[src/rtl/row_pixel_fetcher.sv]
// Row pixel fetcher: reads COLS pixels of one frame row from a sync-read memory
// and streams them out through a small FIFO. Optional macro ROW_FETCH_TEST_PATTERN_EN.
module row_pixel_fetcher #(
    parameter int ROWS       = 720,
    parameter int COLS       = 1280,
    parameter int PIX_W      = 24,
    parameter int MEM_AW     = 20,
    parameter int FIFO_DEPTH = 4
) (
    input  logic              clk,
    input  logic              reset,
    input  logic [9:0]        row_addr,
    input  logic              row_req,
`ifdef ROW_FETCH_TEST_PATTERN_EN
    input  logic              test_pat,
`endif
    output logic              row_busy,
    output logic              row_err,
    output logic              mem_rd_en,
    output logic [MEM_AW-1:0] mem_addr,
    input  logic [PIX_W-1:0]  mem_rdata,
    output logic              pix_valid,
    input  logic              pix_ready,
    output logic [PIX_W-1:0]  pix_data,
    output logic              pix_sof,
    output logic              pix_sol,
    output logic              pix_eol
);
    localparam int CW  = (COLS > 1) ? $clog2(COLS) : 1;
    localparam int FAW = $clog2(FIFO_DEPTH);
    localparam int EW  = PIX_W + 3;
    localparam logic [1:0] S_IDLE  = 2'd0;
    localparam logic [1:0] S_FETCH = 2'd1;
    localparam logic [1:0] S_DRAIN = 2'd2;
    localparam logic [CW-1:0] LAST_COL = CW'(COLS - 1);

    logic [1:0]        r_state;
    logic [9:0]        r_row;
    logic [MEM_AW-1:0] r_base;
    logic [CW-1:0]     r_col;
    logic [CW-1:0]     r_if_col;
    logic              r_inflight;
    logic              r_busy;
    logic              r_err;
    logic [EW-1:0]     r_fifo [FIFO_DEPTH];
    logic [FAW-1:0]    r_wp;
    logic [FAW-1:0]    r_rp;
    logic [FAW:0]      r_cnt;

    logic              w_accept;
    logic              w_reject;
    logic [FAW+1:0]    w_occ;
    logic              w_issue;
    logic              w_push;
    logic              w_pop;
    logic              w_pat;
    logic              w_sol;
    logic              w_eol;
    logic              w_sof;
    logic [PIX_W-1:0]  w_pdata;
    logic [EW-1:0]     w_entry;
    logic [EW-1:0]     w_head;

    assign w_accept = (r_state == S_IDLE) && row_req && (32'(row_addr) < ROWS);
    assign w_reject = (r_state == S_IDLE) && row_req && (32'(row_addr) >= ROWS);

    // FIFO slots already claimed, counting the read whose data lands this cycle
    assign w_occ   = {1'b0, r_cnt} + (FAW+2)'(r_inflight);
    assign w_issue = (r_state == S_FETCH) && (w_occ < (FAW+2)'(FIFO_DEPTH));

    assign mem_rd_en = w_issue && !w_pat;
    assign mem_addr  = r_base + MEM_AW'(r_col);

    assign w_push = r_inflight;
    assign w_pop  = pix_valid && pix_ready;

    assign w_sol = (r_if_col == '0);
    assign w_eol = (r_if_col == LAST_COL);
    assign w_sof = w_sol && (r_row == '0);

`ifdef ROW_FETCH_TEST_PATTERN_EN
    logic       r_pat;
    logic [7:0] w_c8;
    logic [23:0] w_gen;
    assign w_c8    = 8'(r_if_col);
    assign w_gen   = {r_row[7:0], w_c8, r_row[7:0] ^ w_c8};
    assign w_pat   = r_pat;
    assign w_pdata = r_pat ? PIX_W'(w_gen) : mem_rdata;
`else
    assign w_pat   = 1'b0;
    assign w_pdata = mem_rdata;
`endif

    assign w_entry = {w_sof, w_sol, w_eol, w_pdata};

    always_ff @(posedge clk or posedge reset) begin
        if (reset) begin
            r_state    <= S_IDLE;
            r_row      <= '0;
            r_base     <= '0;
            r_col      <= '0;
            r_if_col   <= '0;
            r_inflight <= 1'b0;
            r_busy     <= 1'b0;
            r_err      <= 1'b0;
`ifdef ROW_FETCH_TEST_PATTERN_EN
            r_pat      <= 1'b0;
`endif
        end else begin
            r_err      <= w_reject;
            r_inflight <= w_issue;
            if (w_issue) r_if_col <= r_col;
            case (r_state)
                S_IDLE: if (w_accept) begin
                    r_row   <= row_addr;
                    r_base  <= MEM_AW'(row_addr) * MEM_AW'(COLS);
                    r_col   <= '0;
                    r_busy  <= 1'b1;
`ifdef ROW_FETCH_TEST_PATTERN_EN
                    r_pat   <= test_pat;
`endif
                    r_state <= S_FETCH;
                end
                S_FETCH: if (w_issue) begin
                    if (r_col == LAST_COL) begin
                        r_col   <= '0;
                        r_state <= S_DRAIN;
                    end else begin
                        r_col   <= r_col + 1'b1;
                    end
                end
                S_DRAIN: if (r_cnt == '0 && !r_inflight) begin
                    r_busy  <= 1'b0;
                    r_state <= S_IDLE;
                end
                default: r_state <= S_IDLE;
            endcase
        end
    end

    always_ff @(posedge clk or posedge reset) begin
        if (reset) begin
            r_wp  <= '0;
            r_rp  <= '0;
            r_cnt <= '0;
        end else begin
            if (w_push) r_wp <= r_wp + 1'b1;
            if (w_pop)  r_rp <= r_rp + 1'b1;
            case ({w_push, w_pop})
                2'b10:   r_cnt <= r_cnt + 1'b1;
                2'b01:   r_cnt <= r_cnt - 1'b1;
                default: r_cnt <= r_cnt;
            endcase
        end
    end

    // Storage needs no reset: outputs are masked while the FIFO is empty
    always_ff @(posedge clk) begin
        if (w_push) r_fifo[r_wp] <= w_entry;
    end

    assign w_head    = r_fifo[r_rp];
    assign pix_valid = (r_cnt != '0);
    assign pix_data  = pix_valid ? w_head[PIX_W-1:0] : '0;
    assign pix_eol   = pix_valid && w_head[PIX_W];
    assign pix_sol   = pix_valid && w_head[PIX_W+1];
    assign pix_sof   = pix_valid && w_head[PIX_W+2];
    assign row_busy  = r_busy;
    assign row_err   = r_err;
endmodule

[config.mk]
export PLATFORM = sky130hd
export DESIGN_NAME = row_pixel_fetcher
export DESIGN_NICKNAME = d
export VERILOG_FILES = /design/src/rtl/row_pixel_fetcher.sv
export SDC_FILE = /design/constraint.sdc
export NUM_CORES = 1
export LEC_CHECK = 0
export ABC_CLOCK_PERIOD_IN_PS = 3100
export CORE_UTILIZATION = 30
export CTS_BUF_LIST = sky130_fd_sc_hd__clkbuf_4 sky130_fd_sc_hd__clkbuf_8
export CTS_CLUSTER_DIAMETER = 150
export CTS_CLUSTER_SIZE = 25
export DETAILED_ROUTE_END_ITERATION = 16
export SLEW_MARGIN = 20
export SYNTH_ARGS = -nofsm -noshare
export SYNTH_HDL_FRONTEND = slang
export SYNTH_SLANG_ARGS = --single-unit
[constraint.sdc]
create_clock -name clk -period 3.1 [get_ports clk]
set_clock_uncertainty 0.2 [all_clocks]
set_input_delay 0.62 -clock clk [delete_from_list [all_inputs] [get_ports clk]]
set_output_delay 0.62 -clock clk [all_outputs]
set_load 0.02 [all_outputs]
==> results.txt <==
sequential share of power -> 39.3%
Die Height -> 158 um
CTS tree -> built
Die W -> 158 um
H-Tree Depth -> 4
Combinational Power Share -> 42.5%
Detailed Place HPWL -> 10,800 um
endpoints failing setup -> 0
Skew-Pair Late Insertion Delay -> 0.46 ns
vias per cell -> 4.82
CTS Hold Bufs -> 0
Setup TNS Final -> 0 ns
asr flop ratio synth -> 33.3%
DRT iter0 DRCs -> 292
PD cells -> 910 nW/um^2
unrepaired setup endpoints after global routing -> no
Final Cycle Share -> 96.6%
CP required -> 2.28 ns
critical path capture point type -> output pin
clk buf depth -> 2
Lkg Pwr -> 3.58 nW
CP Cell Sequence -> buf_4 -> buf_12 -> mux4_2 -> and2_1 -> dlygate4sd2_1
final-report max-slew violation count -> 0
first-pass GRT wire length -> 26,000 um
Sink Count -> 162
Mapped Nets -> 594
drt first pass iters -> 7
final worst setup slack -> 0.106 ns
pre-CTS setup slack -> -0.0703 ns
most frequent cells in the layout -> 108 x edfxtp_1, 83 x nand2_1, 50 x dfrtp_1
Rel. slew slack -> 65.4%
core area -> 23,700 um^2
initial antenna violation count -> 0
Critical Path AT -> 2.17 ns
Antenna Cells -> 0
Primary FF master, synth -> edfxtp_1
CTS Buf Count -> 17
via count -> 4,690
DRT Wirelength -> 16,400 um
FF-to-FF Start -> r_cnt[2]
synthesized cell area -> 7320 um^2
Clock Tree Root -> clkbuf_8
met2 global-route usage -> 23.6%
grt met1 use -> 17.5%
Hold Slack -> 0.280 ns
sequential element share of the synthesized area -> 62.7%
layout cells sized above 1 -> 17.4%
post-layout util -> 38.7%
status -> finished, final reports clean
ANT nets after route -> 0
drt drc -> 0
CP Max Fanout -> 10
slew of the pin with the lowest slew margin -> 0.516 ns
max incr delay on CP -> 0.49 ns
Synthesis Warnings -> 0
sw frac -> 37.9%
Hold Crit Class -> flip-flop to flip-flop
Final #Nets -> 708
CP Buf/Inv Count -> 3
num ports -> 89
synthesized area per cell -> 13.9 um^2
Die Area -> 25,000 um^2
HP Start -> r_if_col[9]
met3 Track Usage GR -> 3.48%
cells after synthesis -> 528
Post-synth EDFFs -> 108
Clock power frac -> 18.2%
synth unique cells -> 52
gr ovfl total -> 0
routed len/inst -> 16.8 um
crit path from -> r_rp[0]
IO buf count -> 88
FF+latch count, synth -> 162
num rows -> 56
Fin. Hold Viols -> 0
total track usage -> 13.9%
commonest non-fill, non-tap cell in the layout -> edfxtp_1
clk slew on worst S/H paths -> 0.09 ns
cell internal pwr -> 5.17 mW
Peak VDD IR -> 467 uV
Critical Path Slowest Stage Cell -> mux4_2
CP Class -> flip-flop to output pin
P&R area growth vs syn -> 25.0%
switching power -> 3.16 mW
Critical Path Source Type -> flip-flop
min Tclk post-route -> 2.99 ns
Starting Density -> 30.9%
largest net degree at the start of global routing -> 55
Top delay family on crit path -> buffers and inverters
global route hottest layer -> met2
Placer Congestion -> 0.886
MaxCap Viol Count -> 0
power consumption -> 8.33 mW
vias in the first global route -> 4,690
Peak Freq -> 334 MHz
[final timing paths]
check	slack (ns)	to	cells past startpoint
max in group asynchronous	2.09	r_row[1]	3
min in group asynchronous	0.34	r_base[11]	3
worst min-delay path	0.28	r_if_col[9]	2
worst max-delay path	0.11	pix_data[4]	5
worst max register to register	0.48	r_cnt[2]	9
worst min register to register	0.28	r_if_col[9]	2
[metal layers]
layer  part of all wire, %  up-vias
li1                      -     2176
met1                    44     2363
met2                    50      136
met3                   5.0       15
met4                  0.96        0
met5                     0        -
[cell families (layout without fill, tap and decap cells)]
logic type | after synthesis | after routing | share of synthesized area [%]
muxes | 30 | 30 | 8.71
AOI/OAI and AO/OA | 63 | 63 | 6.20
xor gates and xnor gates | 20 | 20 | 2.39
DFF | 162 | 162 | 62.7
adders and majority gates | 28 | 28 | 5.09
buffers and inverters | 43 | 170 | 2.72
and+or+nand+nor | 182 | 182 | 12.1
[final cells by class]
class	count	area, um^2
Clock buffer	17	234
Clock inverter	15	173
Fill cell	2263	14500
Inverter	14	52.6
Multi-Input combinational cell	323	2560
Sequential cell	162	4600
Tap cell	319	399
Timing Repair Buffer	124	1140
[power groups by stage]
stage / registers (mW) / logic [mW] / clock network [mW]
3_5_place_dp: 3.34 / 3.68 / 0
3_3_place_gp: 3.30 / 3.63 / 0
2_1_floorplan: 3.20 / 2.28 / 0
6_report: 3.28 / 3.54 / 1.52
5_1_grt: 3.35 / 3.86 / 1.65
4_1_cts: 3.28 / 3.58 / 1.57
[cell usage after synthesis (4+ instances only)]
cell type / count / area (um^2)
nor4_1: 4 / 25.0
o211ai_1: 6 / 45.0
and2_1: 34 / 213
nand2_1: 83 / 312
clkbuf_1: 13 / 48.8
inv_1: 14 / 52.6
buf_4: 8 / 60.1
dfrtp_1: 54 / 1350
buf_2: 6 / 30.0
a21oi_1: 8 / 40.0
a211oi_1: 6 / 45.0
mux4_2: 27 / 608
a21o_1: 4 / 30.0
nand2b_1: 6 / 37.5
nand4_1: 8 / 50.1
o21ai_0: 14 / 70.1
nand3_1: 12 / 60.1
ha_1: 25 / 313
a211o_1: 4 / 35.0
nor2_1: 13 / 48.8
edfxtp_1: 108 / 3240
xnor2_1: 10 / 87.6
nor3_1: 7 / 35.0
xor2_1: 10 / 87.6
[registers in the layout (all words and copies together), names as in the netlist]
name,flops
r_fifo,108
r_col,11
r_if_col,11
r_base,10
r_row,10
r_cnt,3
r_rp,2
r_state,2
r_wp,2
r_inflight,1
row_busy,1
row_err,1
[metrics by stage]
step	cell area, um^2	cells
final	9150	974
after CTS	9140	974
after detailed placement	8700	935
after global placement	8700	935
after global routing	9150	974
after floorplan	7320	528
[timing repair]
action | 4_1_cts | 5_1_grt
pin swaps | 1 | 0
gates cloned | 1 | 0
endpoints found under the setup margin | 38 | 14
setup buffers | 6 | 0
resized for setup | 60 | 20
[tightest hold or removal path, cell delays in order, from the launching register on]
cell	delay, ns
dfrtp_1	0.35
nand2_1	0.05
nand2_1	0.05
Power figures use the tool's default switching activity.
